**config.mk**
```make
export PLATFORM = sky130hd
export DESIGN_NAME = instr_encoder_flat
export DESIGN_NICKNAME = d
export VERILOG_FILES = /design/src/rtl/instr_encoder_if.sv /design/src/rtl/instr_encoder.sv /design/src/flat_wrapper.sv
export SDC_FILE = /design/constraint.sdc
export NUM_CORES = 1
export LEC_CHECK = 0
export ABC_CLOCK_PERIOD_IN_PS = 3200
export CAP_MARGIN = 10
export CORE_MARGIN = 2
export CORE_UTILIZATION = 45
export DETAILED_ROUTE_END_ITERATION = 8
export PLACE_DENSITY = 0.85
export RECOVER_POWER = 50
export SYNTH_ARGS = -nofsm -noshare
export SYNTH_HDL_FRONTEND = slang
export SYNTH_SLANG_ARGS = --single-unit
```
**constraint.sdc**
```tcl
create_clock -name clk -period 3.2 [get_ports clk]
set_clock_uncertainty 0.2 [all_clocks]
set_input_delay 0.32 -clock clk [delete_from_list [all_inputs] [get_ports clk]]
set_output_delay 0.32 -clock clk [all_outputs]
set_load 0.03 [all_outputs]
```
**src/rtl/instr_encoder_if.sv**
```systemverilog
`default_nettype none
// ============================================================================
//  Module      : instr_encoder_if
//  Description : Handshake bundle for the instruction encoder. The input side
//                carries one symbolic instruction, and the output side carries
//                the packed word, its address and the status flags.
//  Revision    : 1.0 - initial release
// ============================================================================
interface instr_encoder_if;
    logic        clear;
    logic        inValid;
    logic        inReady;
    logic [3:0]  mnem;
    logic [4:0]  rs;
    logic [4:0]  rt;
    logic [4:0]  rd;
    logic [15:0] imm;
    logic [31:0] target;
    logic        outValid;
    logic        outReady;
    logic [31:0] outInstr;
    logic [31:0] outAddr;
    logic [15:0] count;
    logic        errIllegal;
    logic        errRange;

    // Program source / IM writer side
    modport master (
        output clear, inValid, mnem, rs, rt, rd, imm, target, outReady,
        input  inReady, outValid, outInstr, outAddr, count, errIllegal, errRange
    );

    // Encoder side
    modport slave (
        input  clear, inValid, mnem, rs, rt, rd, imm, target, outReady,
        output inReady, outValid, outInstr, outAddr, count, errIllegal, errRange
    );
endinterface
`default_nettype wire

```
**src/rtl/instr_encoder.sv**
```systemverilog
`default_nettype none
// ============================================================================
//  Module      : instr_encoder
//  Description : Streaming MIPS-subset instruction encoder. This module
//                accepts one symbolic instruction per handshake and emits the
//                packed 32-bit word together with its byte address through a
//                single output register stage.
//                Optional macro ENC_RANGE_CHECK_EN builds the branch/jump
//                target range checker that drives errRange.
//  Revision    : 1.0 - initial release
// ============================================================================
module instr_encoder #(
    parameter logic [31:0] BASE_ADDR = 32'h0000_0000
) (
    input  wire logic      clk,
    input  wire logic      reset,
    instr_encoder_if.slave bus
);

    localparam logic [5:0] c_OP_RTYPE = 6'h00;
    localparam logic [5:0] c_OP_J     = 6'h02;
    localparam logic [5:0] c_OP_JAL   = 6'h03;
    localparam logic [5:0] c_OP_BEQ   = 6'h04;
    localparam logic [5:0] c_OP_BNE   = 6'h05;
    localparam logic [5:0] c_OP_ADDI  = 6'h08;
    localparam logic [5:0] c_OP_XORI  = 6'h0e;
    localparam logic [5:0] c_OP_LW    = 6'h23;
    localparam logic [5:0] c_OP_SW    = 6'h2b;

    localparam logic [5:0] c_FN_ADD   = 6'h20;
    localparam logic [5:0] c_FN_SUB   = 6'h22;
    localparam logic [5:0] c_FN_SLT   = 6'h2a;
    localparam logic [5:0] c_FN_JR    = 6'h08;

    logic [31:0] r_pc;
    logic        r_out_valid;
    logic [31:0] r_out_instr;
    logic [31:0] r_out_addr;
    logic [15:0] r_count;
    logic        r_err_illegal;

    logic        w_in_ready;
    logic        w_accept;
    logic        w_xfer;
    logic        w_illegal;
    logic [31:0] w_pc_inc;
    logic [31:0] w_br_diff;
    logic signed [31:0] w_br_off;
    logic [31:0] w_word;
    logic        w_unused;

    // Single register stage: refill is allowed in the same cycle it drains.
    assign w_in_ready = !bus.clear && (!r_out_valid || bus.outReady);
    assign w_accept   = bus.inValid && w_in_ready;
    assign w_xfer     = r_out_valid && bus.outReady;
    assign w_illegal  = (bus.mnem >= 4'd12);

    // Branch offsets are relative to the delay-slot address, in words.
    assign w_pc_inc   = r_pc + 32'd4;
    assign w_br_diff  = bus.target - w_pc_inc;
    assign w_br_off   = $signed(w_br_diff) >>> 2;

    // Pack the instruction fields for the presented mnemonic
    always_comb begin
        w_word = 32'h0;
        case (bus.mnem)
            4'd0:    w_word = {c_OP_RTYPE, bus.rs, bus.rt, bus.rd, 5'd0, c_FN_ADD};
            4'd1:    w_word = {c_OP_RTYPE, bus.rs, bus.rt, bus.rd, 5'd0, c_FN_SUB};
            4'd2:    w_word = {c_OP_RTYPE, bus.rs, bus.rt, bus.rd, 5'd0, c_FN_SLT};
            4'd3:    w_word = {c_OP_RTYPE, bus.rs, 5'd0, 5'd0, 5'd0, c_FN_JR};
            4'd4:    w_word = {c_OP_ADDI, bus.rs, bus.rt, bus.imm};
            4'd5:    w_word = {c_OP_XORI, bus.rs, bus.rt, bus.imm};
            4'd6:    w_word = {c_OP_LW,   bus.rs, bus.rt, bus.imm};
            4'd7:    w_word = {c_OP_SW,   bus.rs, bus.rt, bus.imm};
            4'd8:    w_word = {c_OP_BEQ,  bus.rs, bus.rt, w_br_off[15:0]};
            4'd9:    w_word = {c_OP_BNE,  bus.rs, bus.rt, w_br_off[15:0]};
            4'd10:   w_word = {c_OP_J,    bus.target[27:2]};
            4'd11:   w_word = {c_OP_JAL,  bus.target[27:2]};
            default: w_word = 32'h0;
        endcase
    end

    // Output stage, address counter, transfer counter and illegal flag
    always_ff @(posedge clk or posedge reset) begin
        if (reset) begin
            r_pc          <= BASE_ADDR;
            r_out_valid   <= 1'b0;
            r_out_instr   <= 32'h0;
            r_out_addr    <= 32'h0;
            r_count       <= 16'h0;
            r_err_illegal <= 1'b0;
        end else if (bus.clear) begin
            r_pc          <= BASE_ADDR;
            r_out_valid   <= 1'b0;
            r_out_instr   <= 32'h0;
            r_out_addr    <= 32'h0;
            r_count       <= 16'h0;
            r_err_illegal <= 1'b0;
        end else begin
            if (w_xfer) begin
                r_count <= r_count + 16'd1;
            end
            if (w_accept) begin
                r_out_instr <= w_word;
                r_out_addr  <= r_pc;
                r_out_valid <= 1'b1;
                r_pc        <= w_pc_inc;
                if (w_illegal) begin
                    r_err_illegal <= 1'b1;
                end
            end else if (w_xfer) begin
                r_out_valid <= 1'b0;
            end
        end
    end

`ifdef ENC_RANGE_CHECK_EN
    logic r_err_range;
    logic w_is_branch;
    logic w_is_jump;
    logic w_br_fits;
    logic w_range_err;

    assign w_is_branch = (bus.mnem == 4'd8) || (bus.mnem == 4'd9);
    assign w_is_jump   = (bus.mnem == 4'd10) || (bus.mnem == 4'd11);
    // The offset fits 16 signed bits when bits 31..15 are all equal.
    assign w_br_fits   = (&w_br_off[31:15]) || !(|w_br_off[31:15]);
    assign w_range_err = (w_is_branch && ((bus.target[1:0] != 2'b00) || !w_br_fits)) ||
                         (w_is_jump   && ((bus.target[1:0] != 2'b00) ||
                                          (bus.target[31:28] != w_pc_inc[31:28])));

    // Sticky range flag, set by an accepted out-of-range branch or jump
    always_ff @(posedge clk or posedge reset) begin
        if (reset) begin
            r_err_range <= 1'b0;
        end else if (bus.clear) begin
            r_err_range <= 1'b0;
        end else if (w_accept && w_range_err) begin
            r_err_range <= 1'b1;
        end
    end

    assign bus.errRange = r_err_range;
    assign w_unused     = ^w_br_diff[1:0];
`else
    assign bus.errRange = 1'b0;
    assign w_unused     = ^{w_br_diff[1:0], w_br_off[31:16], bus.target[1:0], bus.target[31:28]};
`endif

    assign bus.inReady    = w_in_ready;
    assign bus.outValid   = r_out_valid;
    assign bus.outInstr   = r_out_instr;
    assign bus.outAddr    = r_out_addr;
    assign bus.count      = r_count;
    assign bus.errIllegal = r_err_illegal;

endmodule
`default_nettype wire

```
**src/flat_wrapper.sv**
```systemverilog
// flat-port wrapper written by rule: the top's interface ports become plain ports
module instr_encoder_flat 
#(
    parameter logic [31:0] BASE_ADDR = 32'h0000_0000
)
  (clk, reset, bus_clear, bus_inValid, bus_mnem, bus_rs, bus_rt, bus_rd, bus_imm, bus_target, bus_outReady, bus_inReady, bus_outValid, bus_outInstr, bus_outAddr, bus_count, bus_errIllegal, bus_errRange);
  instr_encoder_if bus_i ();
  input  wire logic clk;
  input  wire logic reset;
  input wire logic [$bits(bus_i.clear)-1:0] bus_clear;
  input wire logic [$bits(bus_i.inValid)-1:0] bus_inValid;
  input wire logic [$bits(bus_i.mnem)-1:0] bus_mnem;
  input wire logic [$bits(bus_i.rs)-1:0] bus_rs;
  input wire logic [$bits(bus_i.rt)-1:0] bus_rt;
  input wire logic [$bits(bus_i.rd)-1:0] bus_rd;
  input wire logic [$bits(bus_i.imm)-1:0] bus_imm;
  input wire logic [$bits(bus_i.target)-1:0] bus_target;
  input wire logic [$bits(bus_i.outReady)-1:0] bus_outReady;
  output wire logic [$bits(bus_i.inReady)-1:0] bus_inReady;
  output wire logic [$bits(bus_i.outValid)-1:0] bus_outValid;
  output wire logic [$bits(bus_i.outInstr)-1:0] bus_outInstr;
  output wire logic [$bits(bus_i.outAddr)-1:0] bus_outAddr;
  output wire logic [$bits(bus_i.count)-1:0] bus_count;
  output wire logic [$bits(bus_i.errIllegal)-1:0] bus_errIllegal;
  output wire logic [$bits(bus_i.errRange)-1:0] bus_errRange;
  assign bus_i.clear = bus_clear;
  assign bus_i.inValid = bus_inValid;
  assign bus_i.mnem = bus_mnem;
  assign bus_i.rs = bus_rs;
  assign bus_i.rt = bus_rt;
  assign bus_i.rd = bus_rd;
  assign bus_i.imm = bus_imm;
  assign bus_i.target = bus_target;
  assign bus_i.outReady = bus_outReady;
  assign bus_inReady = bus_i.inReady;
  assign bus_outValid = bus_i.outValid;
  assign bus_outInstr = bus_i.outInstr;
  assign bus_outAddr = bus_i.outAddr;
  assign bus_count = bus_i.count;
  assign bus_errIllegal = bus_i.errIllegal;
  assign bus_errRange = bus_i.errRange;
  instr_encoder #(.BASE_ADDR(BASE_ADDR)) u_core (.clk(clk), .reset(reset), .bus(bus_i));
endmodule
```
==> metrics.cfg <==
[run_status]
outcome = complete, but fails checks
violations_in_the_final_reports = max-capacitance violations, max-slew violations

[sta]
layout_worst_path_cycle_share_pct = 93.3
fin_setup_tns_ns = 0
total_of_endpoints_with_negative_setup_slack_in_the_final_report = 0
fmax_ghz = 0.335
worst_slew_margin_rel_pct = -5.17
slew_viol_final = 36
finalWorstPathRequiredPeriod_ns = 2.99
setup_repair_after_global_routing_missed_its_margin = false
hold_slack_ns = 0.281
timing_worst_slew_pin_value_ns = 1.58
timing.final.hold_violations = 0

[worst_setup_path]
critical_path.startpoint_type = flip-flop
timing_worst_setup_path_type = reg2reg
worst_ep_arrival_time_ns = 3.01
critical_path.endpoint_type = flip-flop
worst_r2r_endpoint = u_core.bus.outInstr[13]
timing.reg2reg.setup_slack_ns = 0.21
critPathRequiredTime_ns = 3.23
cp_max_fo = 7
timing.reg2reg.worst_path_depth = 10
timing.rr.start = u_core.r_pc[5]

[global_route]
grt.total_usage_pct = 22.9
grt_antenna_before_repair = 0
gr-total-overflow = 0
grt_first_pass_wirelength_mm = 26.9
grt_max_degree = 59
grt_pass1_vias = 5441

[cts]
cts_root_buf = sky130_fd_sc_hd__clkbuf_16
cts_tree = done
cts_max_path_buffers = 2
skew_pair_late_insertion_delay_ns = 0.36
cts_resized = 0
cts_inserted_buffers = 9
clock_sink_count = 110
htree_levels = 3
path_clk_slew_ns = 0.07
cts_hold_repair.buffers = 0
postCtsSetupBuffers = 0

[floorplan]
floorplan.initialDensity_pct = 46.4
die_height_microns = 121
design.die.area_sq_um = 14700
die_x_microns = 121
ioPinCount = 156
core_sq_um = 13300
rows = 42

[synthesis]
synth-seq-cells = 110
post_synth_inst_count = 710
async_reset_ff_share_pct = 100
synth-compound-area-share_pct = 16.4
seq_area_frac_synth_pct = 44.4
synthFlopType = sky130_fd_sc_hd__dfrtp_1
synth-edff-count = 0
post_synth_and_or_nand_nor_area_fraction_pct = 21.9
avgSynthCellArea_sq_um = 8.73
synth-xor-area-share_pct = 8.34
synth_fa_ha_area_share_pct = 3.43
post_synth_instance_area_sq_um = 6200
post_synth_mux_area_share_pct = 1.13
post_synth_num_cell_types = 55
dominant_combinational_cell_family_by_area_after_synthesis = simple AND/OR/NAND/NOR gates
yosysWarnings = 0

[placement]
placed_wire_length_estimate_after_detailed_placement_mm = 12.2
postPlaceCellArea_sq_um = 7920
gp_congestion = 0.953
placedCellCount = 1014
port_buffers = 147

[route]
num_vias = 5691
route.final.wire_length_mm = 16.6
route.detailed.drc = 0
routed_wire_length_per_instance_microns = 16.1
drt_iter0_drcs = 418
drt.antenna.violating_nets = 0
drt_pre_antenna_iters = 5
via_per_inst = 5.53

[cells_and_area]
count_of_nets_after_finishing = 938
layout_commonest_cell = sky130_fd_sc_hd__clkdlybuf4s50_1
areaGrowthSynthToFinish_pct = 32.2
final_area_sq_um = 8190
post_layout_nonfiller_instances = 1030
most-common-layout-cells = 125 x sky130_fd_sc_hd__clkdlybuf4s50_1, 114 x sky130_fd_sc_hd__nand2_1, 110 x sky130_fd_sc_hd__dfrtp_1, 75 x sky130_fd_sc_hd__nor2_1, 61 x sky130_fd_sc_hd__a21oi_1
fillCellCount = 1162
num_antenna_cells = 0
ratio_of_cells_with_drive_above_1_in_the_final_layout_pct = 6.56

[worst_hold_path]
hp-class = reg2reg
worst_hold_startpoint = u_core.bus.outInstr[7]
whs_endpoint = u_core.bus.outInstr[7]
hold_depth = 2

[power_and_ir_drop]
total_power_uw = 3060
powerDensity_nw_per_um2 = 373
vdd_drop_max_uv = 225
leakage_power_figure_uw = 0.00339

[run]
drv.max_cap_violation_count = 1

## kinds of logic after synthesis
logic type / Yosys count
buffers and inverters: 64
other: 1
flip-flops: 110
adder cells (fa/ha/maj): 17
multiplexers: 7
AO/OA/AOI/OAI: 164
AND/OR/NAND/NOR: 288
XOR/XNOR: 59
## worst max-delay path by stage
stage	start	to	slack (ns)	depth (start not counted)
after floorplan	u_core.r_pc[2]	u_core.bus.outInstr[11]	0.0003	12
after detailed placement	u_core.r_pc[2]	u_core.bus.outInstr[11]	0.12	12
after global placement	u_core.r_pc[2]	u_core.bus.outInstr[11]	0.19	12
after global routing	u_core.r_pc[5]	u_core.bus.outInstr[15]	0.02	10
final	u_core.r_pc[5]	u_core.bus.outInstr[13]	0.21	10
after CTS	u_core.r_pc[2]	u_core.bus.outInstr[11]	0.11	12
## metrics by stage
| step | utilization [%] | worst slack, ns |
|---|---|---|
| 2_1_floorplan | - | 0.000282 |
| 3_3_place_gp | 59.3 | 0.195 |
| 3_5_place_dp | 59.3 | 0.125 |
| 4_1_cts | 61.5 | 0.113 |
| 5_1_grt | 61.4 | 0.0151 |
| 6_report | 61.4 | 0.214 |
## power breakdown
part | internal (uW) | switching [uW] | total [uW] | leakage [uW]
Combinational | 219 | 300 | 519 | 0.00172
Sequential | 1420 | 14.6 | 1430 | 0.00152
Clock | 549 | 558 | 1110 | 0.000147
Total | 2180 | 873 | 3060 | 0.00339
## sequential cells by signal, indices dropped and copies added (netlist names)
signal / cells
u_core.bus.outValid: 1
u_core.bus.count: 16
u_core.bus.outInstr: 31
u_core.r_pc: 30
u_core.bus.errIllegal: 1
u_core.bus.outAddr: 31
## cell usage after synthesis (10+ instances only)
cell | number | area, sq um
sky130_fd_sc_hd__nand3_1 | 19 | 95.1
sky130_fd_sc_hd__nor2_1 | 75 | 282
sky130_fd_sc_hd__dfrtp_1 | 110 | 2750
sky130_fd_sc_hd__xnor2_1 | 30 | 263
sky130_fd_sc_hd__nand4_1 | 17 | 106
sky130_fd_sc_hd__a22oi_1 | 17 | 128
sky130_fd_sc_hd__a21oi_1 | 62 | 310
sky130_fd_sc_hd__o221ai_1 | 10 | 87.6
sky130_fd_sc_hd__o21ai_0 | 37 | 185
sky130_fd_sc_hd__clkbuf_1 | 37 | 139
sky130_fd_sc_hd__nand2_1 | 114 | 428
sky130_fd_sc_hd__ha_1 | 17 | 213
sky130_fd_sc_hd__inv_1 | 14 | 52.6
sky130_fd_sc_hd__xor2_1 | 29 | 254
sky130_fd_sc_hd__nor3_1 | 11 | 55.1
## critical path: stages (launching register included)
cell,delay [ns]
sky130_fd_sc_hd__dfrtp_1,0.51
sky130_fd_sc_hd__nand4_2,0.20
sky130_fd_sc_hd__nor2_1,0.24
sky130_fd_sc_hd__nand2_1,0.10
sky130_fd_sc_hd__xor2_1,0.16
sky130_fd_sc_hd__ha_1,0.41
sky130_fd_sc_hd__nand4_1,0.11
sky130_fd_sc_hd__o31a_1,0.30
sky130_fd_sc_hd__o21ai_1,0.28
sky130_fd_sc_hd__mux2i_1,0.24
sky130_fd_sc_hd__o211ai_1,0.11
## metal layers
metal  routed length, microns  up-vias  GRT usage (%)  share of wire [%]
met4                      252        0           5.82                1.5
li1                         -     2745              -                  -
met2                     8020      172           38.1                 48
met1                     7170     2754           30.7                 43
met3                     1140       20           4.84                6.9
met5                        0        -              0                  0
## final cells by class
type                    instances  area [sq um]  share of cell area (%)
clock inverters                 7          66.3                   0.809
flip-flops and latches        110          2750                    33.6
inverters                      15          57.6                   0.702
repair buffers                176          1660                    20.3
well taps                     176           220                    2.69
clock buffers                   9           225                    2.75
multi-input cells             537          3210                    39.2
Power figures use the tool's default switching activity.
